--- config.mk ---
export PLATFORM = sky130hd
export DESIGN_NAME = instr_fetch
export DESIGN_NICKNAME = d
export VERILOG_FILES = /design/src/rtl/riscv_pkg.sv /design/src/rtl/fetch_fifo.sv /design/src/rtl/instr_fetch.sv
export SDC_FILE = /design/constraint.sdc
export NUM_CORES = 1
export LEC_CHECK = 0
export CORE_ASPECT_RATIO = 0.9
export CORE_UTILIZATION = 52
export DETAILED_ROUTE_END_ITERATION = 8
export PLACE_DENSITY = 0.77
export SYNTH_ARGS = -nofsm -noshare
export SYNTH_HDL_FRONTEND = slang
export SYNTH_HIERARCHICAL = 1
export SYNTH_SLANG_ARGS = --single-unit
--- constraint.sdc ---
create_clock -name clk -period 3.1 [get_ports clk]
set_input_delay 0.31 -clock clk [delete_from_list [all_inputs] [get_ports clk]]
set_output_delay 0.31 -clock clk [all_outputs]
set_load 0.05 [all_outputs]
--- src/rtl/riscv_pkg.sv ---
// Shared definitions for the fetch front end: datapath widths, default reset
// PC and the fetch control state encoding.
package riscv_pkg;

    localparam int XLEN        = 32;
    localparam int INSTR_WIDTH = 32;

    localparam logic [XLEN-1:0] RESET_PC = 32'h0000_0000;

    // FETCH issues requests; FLUSH waits for stale responses to drain.
    typedef enum logic {
        FETCH = 1'b0,
        FLUSH = 1'b1
    } fetch_state_t;

endpackage

--- src/rtl/fetch_fifo.sv ---
// Synchronous FIFO with flush, used both for the in-flight request address
// queue and for the {instr, pc} buffer in front of decode. The caller never
// pushes when full (unless also popping) and never pops when empty.
module fetch_fifo #(
    parameter int WIDTH = 32,
    parameter int DEPTH = 4
) (
    input  logic                     clk,
    input  logic                     rst,
    input  logic                     push,
    input  logic [WIDTH-1:0]         push_data,
    input  logic                     pop,
    input  logic                     flush,
    output logic [WIDTH-1:0]         head,
    output logic [$clog2(DEPTH):0]   count,
    output logic                     empty,
    output logic                     full
);

    localparam int AW = $clog2(DEPTH);

    logic [WIDTH-1:0] mem [DEPTH];
    logic [AW-1:0]    wr_ptr;
    logic [AW-1:0]    rd_ptr;

    // Pointer and occupancy tracking; flush empties the queue in one cycle.
    always_ff @(posedge clk or posedge rst) begin
        if (rst) begin
            wr_ptr <= '0;
            rd_ptr <= '0;
            count  <= '0;
        end else if (flush) begin
            wr_ptr <= '0;
            rd_ptr <= '0;
            count  <= '0;
        end else begin
            if (push) wr_ptr <= wr_ptr + AW'(1);
            if (pop)  rd_ptr <= rd_ptr + AW'(1);
            case ({push, pop})
                2'b10:   count <= count + (AW+1)'(1);
                2'b01:   count <= count - (AW+1)'(1);
                default: count <= count;
            endcase
        end
    end

    // Entry storage.
    // NOTE: storage is deliberately not reset; an entry is only ever read
    // after it has been written, and the pointers alone define validity.
    always_ff @(posedge clk) begin
        if (push && !flush) mem[wr_ptr] <= push_data;
    end

    assign head  = mem[rd_ptr];
    assign empty = (count == '0);
    assign full  = (count == (AW+1)'(DEPTH));

endmodule

--- src/rtl/instr_fetch.sv ---
// In-order instruction fetch stage. Holds the PC, issues word requests to
// instruction memory under a credit limit, buffers returned instructions with
// their PCs and hands them to decode. A redirect flushes the stream and the
// responses still in flight at that point are discarded as they return.
module instr_fetch #(
    parameter int              INSTR_WIDTH = riscv_pkg::INSTR_WIDTH,
    parameter int              XLEN        = riscv_pkg::XLEN,
    parameter logic [XLEN-1:0] RESET_PC    = riscv_pkg::RESET_PC,
    parameter int              FIFO_DEPTH  = 4
) (
    input  logic                   clk,
    input  logic                   rst,
    output logic                   imem_req_valid,
    output logic [XLEN-1:0]        imem_req_addr,
    input  logic                   imem_req_ready,
    input  logic                   imem_resp_valid,
    input  logic [INSTR_WIDTH-1:0] imem_resp_data,
    input  logic                   redirect_valid,
    input  logic [XLEN-1:0]        redirect_pc,
    output logic                   instr_valid,
    output logic [INSTR_WIDTH-1:0] instr,
    output logic [XLEN-1:0]        instr_pc,
    input  logic                   instr_ready
);

    import riscv_pkg::*;

    localparam int            CW      = $clog2(FIFO_DEPTH) + 1;
    localparam logic [CW:0]   DEPTH_W = (CW+1)'(FIFO_DEPTH);

    fetch_state_t state, state_next;

    logic [XLEN-1:0]             pc;
    logic [XLEN-1:0]             redir_pc;
    logic [XLEN-1:0]             req_head;
    logic [CW-1:0]               outstanding;
    logic [CW-1:0]               drop_cnt;
    logic [CW-1:0]               drop_next;
    logic [CW-1:0]               ibuf_count;
    logic [CW-1:0]               req_count;
    logic [INSTR_WIDTH+XLEN-1:0] ibuf_head;
    logic                        ibuf_empty, ibuf_full, req_empty, req_full;
    logic                        req_fire, resp_fire, req_pop, enq, deq, credit_ok;
    logic                        unused;

    assign redir_pc  = {redirect_pc[XLEN-1:2], 2'b00};
    assign req_fire  = imem_req_valid & imem_req_ready;
    // A response with nothing outstanding is a protocol violation and is ignored.
    assign resp_fire = imem_resp_valid & (outstanding != '0);
    assign req_pop   = resp_fire & (state == FETCH);
    assign enq       = req_pop & ~redirect_valid;
    assign deq       = instr_valid & instr_ready & ~redirect_valid;

    // Buffered plus in-flight instructions never exceed the buffer depth, so
    // every response in FETCH is guaranteed a free slot.
    assign credit_ok      = ({1'b0, ibuf_count} + {1'b0, outstanding}) < DEPTH_W;
    assign imem_req_valid = ~rst & (state == FETCH) & credit_ok & ~redirect_valid;
    assign imem_req_addr  = pc;

    assign instr_valid = ~ibuf_empty;
    assign instr       = instr_valid ? ibuf_head[INSTR_WIDTH+XLEN-1:XLEN] : '0;
    assign instr_pc    = instr_valid ? ibuf_head[XLEN-1:0] : '0;

    // Spare FIFO status and the ignored low redirect bits.
    assign unused = &{1'b0, req_count, req_full, req_empty, ibuf_full, redirect_pc[1:0]};

    fetch_fifo #(.WIDTH(XLEN), .DEPTH(FIFO_DEPTH)) u_req_pc (
        .clk       (clk),
        .rst       (rst),
        .push      (req_fire),
        .push_data (pc),
        .pop       (req_pop),
        .flush     (redirect_valid),
        .head      (req_head),
        .count     (req_count),
        .empty     (req_empty),
        .full      (req_full)
    );

    fetch_fifo #(.WIDTH(INSTR_WIDTH + XLEN), .DEPTH(FIFO_DEPTH)) u_ibuf (
        .clk       (clk),
        .rst       (rst),
        .push      (enq),
        .push_data ({imem_resp_data, req_head}),
        .pop       (deq),
        .flush     (redirect_valid),
        .head      (ibuf_head),
        .count     (ibuf_count),
        .empty     (ibuf_empty),
        .full      (ibuf_full)
    );

    // Next-state logic: enter FLUSH while stale responses remain to be dropped.
    // NOTE: every variable gets a default first so no path leaves it unassigned
    // and no latch is inferred.
    always_comb begin
        state_next = state;
        drop_next  = drop_cnt;
        case (state)
            FETCH: begin
                if (redirect_valid) begin
                    // A response arriving with the redirect is itself dropped.
                    drop_next  = outstanding - CW'(resp_fire);
                    state_next = (drop_next == '0) ? FETCH : FLUSH;
                end
            end
            FLUSH: begin
                if (resp_fire) drop_next = drop_cnt - CW'(1);
                if (drop_next == '0) state_next = FETCH;
            end
            default: state_next = FETCH;
        endcase
    end

    // State register and stale-response counter.
    always_ff @(posedge clk or posedge rst) begin
        if (rst) begin
            state    <= FETCH;
            drop_cnt <= '0;
        end else begin
            state    <= state_next;
            drop_cnt <= drop_next;
        end
    end

    // PC advance/redirect and in-flight request count.
    // NOTE: non-blocking assignments so every register samples pre-edge values.
    always_ff @(posedge clk or posedge rst) begin
        if (rst) begin
            pc          <= RESET_PC;
            outstanding <= '0;
        end else begin
            if (redirect_valid) pc <= redir_pc;
            else if (req_fire)  pc <= pc + XLEN'(4);
            case ({req_fire, resp_fire})
                2'b10:   outstanding <= outstanding + CW'(1);
                2'b01:   outstanding <= outstanding - CW'(1);
                default: outstanding <= outstanding;
            endcase
        end
    end

endmodule

# ---- Word level (Yosys, flattened, before mapping)
# Memories as Yosys holds them, arrays and structs flattened.
# Cells that the tools add are included.
# W data, S select, Z words.
dict set report classes {
  order_cmp 1
  n_addsub 12
  muxes 27
  bitwise_logic 13
  eq_ne 5
  reduce_logical 13
}
# operator count
set op_table {}
lappend op_table {{$mux W32} 4}
lappend op_table {{$add A32 B3 Y32 const B} 1}
lappend op_table {{$pmux W3 S2} 3}
lappend op_table {{$mux W2} 8}
lappend op_table {{$mux W3} 4}
lappend op_table {{$reduce_bool A2 Y1} 5}
lappend op_table {{$and A1 B1 Y1} 9}
lappend op_table {{$logic_not A3 Y1} 3}
lappend op_table {{$sub A3 B1 Y3 const B} 3}
lappend op_table {{$add A2 B1 Y2 const B} 4}
lappend op_table {{$mux W1} 7}
lappend op_table {{$add A3 B1 Y3 const B} 2}
lappend op_table {{$reduce_bool A3 Y1} 2}
lappend op_table {{$add A3 B3 Y4} 1}
lappend op_table {{$eq A2 B1 Y1 const B} 2}
lappend op_table {{$eq A2 B2 Y1 const B} 2}
lappend op_table {{$lt A4 B3 Y1 const B} 1}
lappend op_table {{$not A1 Y1} 4}
lappend op_table {{$sub A3 B1 Y3} 1}
lappend op_table {{$logic_and A1 B1 Y1} 2}
lappend op_table {{$ne A2 B2 Y1 const B} 1}
lappend op_table {{$pmux W1 S2} 1}
lappend op_table {{$logic_not A1 Y1} 1}
dict set report totals {
  ram_bits 384
  memories 2
  ff_bits 50
  wordCells 82
}
# memory words width rd rd_clocked_by_memory_dff wr line
set mem_list {}
lappend mem_list {u_ibuf.mem 4 64 1 0 1 fetch_fifo.sv:22} ;# logic [WIDTH-1:0] mem [DEPTH];
lappend mem_list {u_req_pc.mem 4 32 1 0 1 fetch_fifo.sv:22}

# ---- Depth between registers and ports, before layout
dict set report depth {
  ltp_word 8
  depth_mapped 10
  depth_no_buf 9
}

# ---- By module
# Netlist, hierarchy kept.
# module seq_area_each_um2 instances cells_per_inst area_each_um2
set modules_own_cells {}
lappend modules_own_cells {{fetch_fifo at u_ibuf} 7862.5 1 378 9673.0}
lappend modules_own_cells {{fetch_fifo at u_req_pc} 4018.9 1 212 5108.6}
lappend modules_own_cells {instr_fetch 925.9 1 355 2896.5}

# ---- Worst setup path before layout
# OpenSTA, ideal clock, no wires.
dict set report synth_path {
  kind {input port to flip-flop}
  start {input port redirect_valid}
  end {memory u_ibuf/mem[0][0] in the netlist's numbering, enable pin}
  setup_slack_ns -0.314
  n_path_buf 4
  t_required_ns 2.671
  t_arrival_ns 2.985
  path_stages 7
  cell_sequence {clkbuf_1 > clkbuf_1 > clkbuf_1 > nor3_1 > buf_2 > nor2b_1 > and2_1}
}
dict set report synth_between {
  elab_chain_cells 5
  word_cells_on_any_way 6
}
# element line
set synth_lines {}
lappend synth_lines {{start: declaration} instr_fetch.sv:18} ;# input logic redirect_valid,
lappend synth_lines {{$not A1 Y1} instr_fetch.sv:51} ;# assign enq = req_pop & ~redirect_valid;
lappend synth_lines {{$and A1 B1 Y1} instr_fetch.sv:51}
lappend synth_lines {{net enq} instr_fetch.sv:43} ;# logic req_fire, resp_fire, req_pop, enq, deq, credit_ok;
lappend synth_lines {{$logic_and A1 B1 Y1} fetch_fifo.sv:51} ;# if (push && !flush) mem[wr_ptr] <= push_data;
lappend synth_lines {{$mux W1} fetch_fifo.sv:51}
lappend synth_lines {{$mux W1 (implied by the code)} fetch_fifo.sv:51}
lappend synth_lines {{end: declaration} fetch_fifo.sv:22}
# The timed path passes the listed nets, and every way through them passes these cells.

# ---- Worst setup path after layout
dict set report layout_path {
  start {register outstanding[2]}
  end {output port imem_req_valid}
}
dict set report layout_between {
  elab_chain_cells 4
}
# element line
set layout_lines {}
lappend layout_lines {{start: declaration} instr_fetch.sv:36} ;# logic [CW-1:0] outstanding;
lappend layout_lines {{start signal: assignment} instr_fetch.sv:136} ;# 2'b10: outstanding <= outstanding + CW'(1);
lappend layout_lines {{start signal: assignment} instr_fetch.sv:137} ;# 2'b01: outstanding <= outstanding - CW'(1);
lappend layout_lines {{start signal: assignment} instr_fetch.sv:138} ;# default: outstanding <= outstanding;
lappend layout_lines {{$add A3 B3 Y4} instr_fetch.sv:56} ;# assign credit_ok = ({1'b0, ibuf_count} + {1'b0, outstanding}) < DEPTH_W;
lappend layout_lines {{$lt A4 B3 Y1} instr_fetch.sv:56}
lappend layout_lines {{$and A1 B1 Y1 (2 in series)} instr_fetch.sv:57} ;# assign imem_req_valid = ~rst & (state == FETCH) & credit_ok & ~redirect_valid;
lappend layout_lines {{end: declaration} instr_fetch.sv:13} ;# output logic imem_req_valid,
# Every way passes these cells.

==> impl_metrics.py <==
metrics = {
    "outcome": {
        "outcome": "finished clean",
    },
    "synthesis": {
        "syn-instance-count": 927,
        "yosysWarnings": 6,
        "syn-mean-instance-area_um2": 18.9,
        "syn-cell-area_um2": 17500,
    },
    "sta": {
        "worst_clock_skew_ns": 0.0222,
        "final_critical_delay_including_setup_and_external_delays_ns": 2.96,
        "finalHoldViolations": 0,
        "max_slew_margin_vs_limit_pct": 35.8,
        "achievable-frequency_mhz": 338,
        "setup_viol_count_final": 0,
        "timing.hold.ws_ns": 0.188,
        "setup_total_negative_slack_ns": 0,
        "rsz0062_at_grt": "no",
        "slew_limit_fails": 0,
        "finalCritPeriodShare_pct": 95.5,
        "pin_slew_with_the_least_headroom_to_its_limit_ns": 0.959,
    },
    "pwr": {
        "report.power.total_mw": 14.5,
        "pwr_density_cell_nw_per_um2": 686,
        "power.ir.vdd_worst_v": 0.000426,
        "p_leak_nw": 7.04,
    },
    "run": {
        "drv_cap": 0,
    },
    "finish": {
        "flow.area_growth_from_synthesis_pct": 20.5,
        "final.fill_count": 2271,
        "design.final.nets": 1220,
        "mostFrequentLayoutCells": "edfxtp_1 (384), clkdlybuf4s50_1 (112), mux4_2 (92), nor2b_1 (69), buf_4 (68)",
        "layout_commonest_cell": "edfxtp_1",
        "insertedDiodeCount": 0,
        "utilization_pct": 63.8,
        "fraction_of_final_layout_cells_with_drive_strength_greater_than_1_pct": 21.7,
    },
    "floorplanning": {
        "die_w_um": 195,
        "initial_core_utilization_pct": 52.9,
        "num_io_pins": 168,
        "die_height_um": 176,
        "std_cell_rows": 63,
        "design.core.area_um2": 33000,
        "dieArea_um2": 34400,
    },
    "detailed_routing": {
        "routed_via_density": 5.79,
        "dr.pass1.iters": 5,
        "postRouteAntennaNets": 0,
        "top_layer": "met4",
        "drc_errors": 0,
        "wl_met2_um": 17200,
        "route.detailed.wl_per_inst_um": 22.1,
        "detailroute.via_count": 9190,
        "initialDrtViolationCount": 617,
        "detail_route.wirelength_um": 35100,
        "detailroute.wirelength.met3_um": 2020,
        "wl_met1_um": 15200,
    },
    "cts": {
        "cts_max_path_buffers": 3,
        "clock_tree_from_tritoncts": "done",
        "cts_root_buffer": "clkbuf_16",
        "clock_latency_ns": 0.55,
        "cts_max_level": 2,
        "cts.sink_count": 432,
        "cts_made_buffers": 42,
        "path_clk_slew_ns": 0.06,
    },
    "worst_setup_path": {
        "crit_buf_inv": 1,
        "cp_data_required_time_ns": 2.79,
        "max_stage_delay_ns": 0.81,
        "critPathTopFamily": "buffers and inverters",
        "cp-end-kind": "output pin",
        "arrival_ns": 2.65,
        "class_of_the_most_critical_setup_path": "flip-flop to output pin",
        "worstSetupStartpointType": "flip-flop",
        "crit_path_cell_trace": "ha_1 -> nor4_4 -> and3_1 -> clkdlybuf4s50_1",
        "crit_path_slowest_cell": "clkdlybuf4s50_1",
        "cp_max_fanout": 4,
    },
    "placed_design": {
        "routabilityCongestion": 0.821,
        "hpwlAfterDp_um": 22300,
        "port_buffers": 163,
    },
    "global_route": {
        "grt_start_max_net_pins": 66,
        "groute.usage.overall_pct": 21.0,
        "antenna_found_initial": 1,
        "first_global_vias": 9217,
        "grt_first_pass_wirelength_um": 54200,
        "grt.overflow.total": 0,
    },
    "worst_hold_path": {
        "min-delay-path-class": "input port to flip-flop",
    },
}
state kept, by name, indices dropped and copies added, names as in the netlist:
register / cells
u_req_pc/rd_ptr: 2
u_ibuf/wr_ptr: 2
imem_req_addr: 30
u_ibuf/rd_ptr: 2
outstanding: 3
u_ibuf/mem: 256
drop_cnt: 3
u_req_pc/mem: 128
u_ibuf/count: 3
state: 1
u_req_pc/wr_ptr: 2
stage by stage:
step / cell area, um^2 / instances / setup slack [ns]
after CTS: 21000 / 1586 / 0.000137
after global routing: 21100 / 1588 / 0.0580
after detailed placement: 19700 / 1508 / 0.445
after global placement: 19700 / 1508 / 0.436
after floorplan: 17500 / 936 / 0.0774
final: 21100 / 1588 / 0.140
metal layers:
layer,vias up,GRT usage [%]
li1,4077,-
met1,4757,29.7
met2,307,34.3
met3,49,3.95
met4,0,5.02
met5,-,0
cell type report:
cell class	count	area, um^2	share of cell area (%)
clock inverters	19	154	0.731
repair buffers	202	2010	9.56
multi-input cells	438	4420	21.0
well taps	422	528	2.51
inverters	17	63.8	0.303
flip-flops and latches	432	12700	60.5
clock buffers	58	1140	5.42
repair_timing:
action / in CTS / in global routing
setup buffers: 1 / 2
hold buffers: 0 / 0
setup endpoints to repair: 27 / 37
gates resized for setup: 4 / 0
hold endpoints to repair: 0 / 0
path summary, 6_finish.rpt:
kind,start,end,slack [ns],cells past startpoint
worst max-delay path,outstanding[2],imem_req_valid,0.14,4
worst min-delay path,redirect_valid,u_req_pc/rd_ptr[0],0.19,2
worst max register to register,outstanding[2],u_req_pc/mem[1][5],0.69,7
worst min register to register,outstanding[0],outstanding[0],0.56,1
max in group asynchronous,rst,imem_req_addr[14],1.98,3
min in group asynchronous,rst,u_req_pc/wr_ptr[0],0.22,2
where the power goes:
part	total, mW	switching (mW)	leakage, nW	internal (mW)
Clock	4.81	2.05	0.628	2.76
Combinational	2.76	1.72	2.36	1.04
Sequential	6.89	0.262	4.05	6.63
Total	14.5	4.03	7.04	10.4
Note: power is estimated with default switching activity, not from simulation.
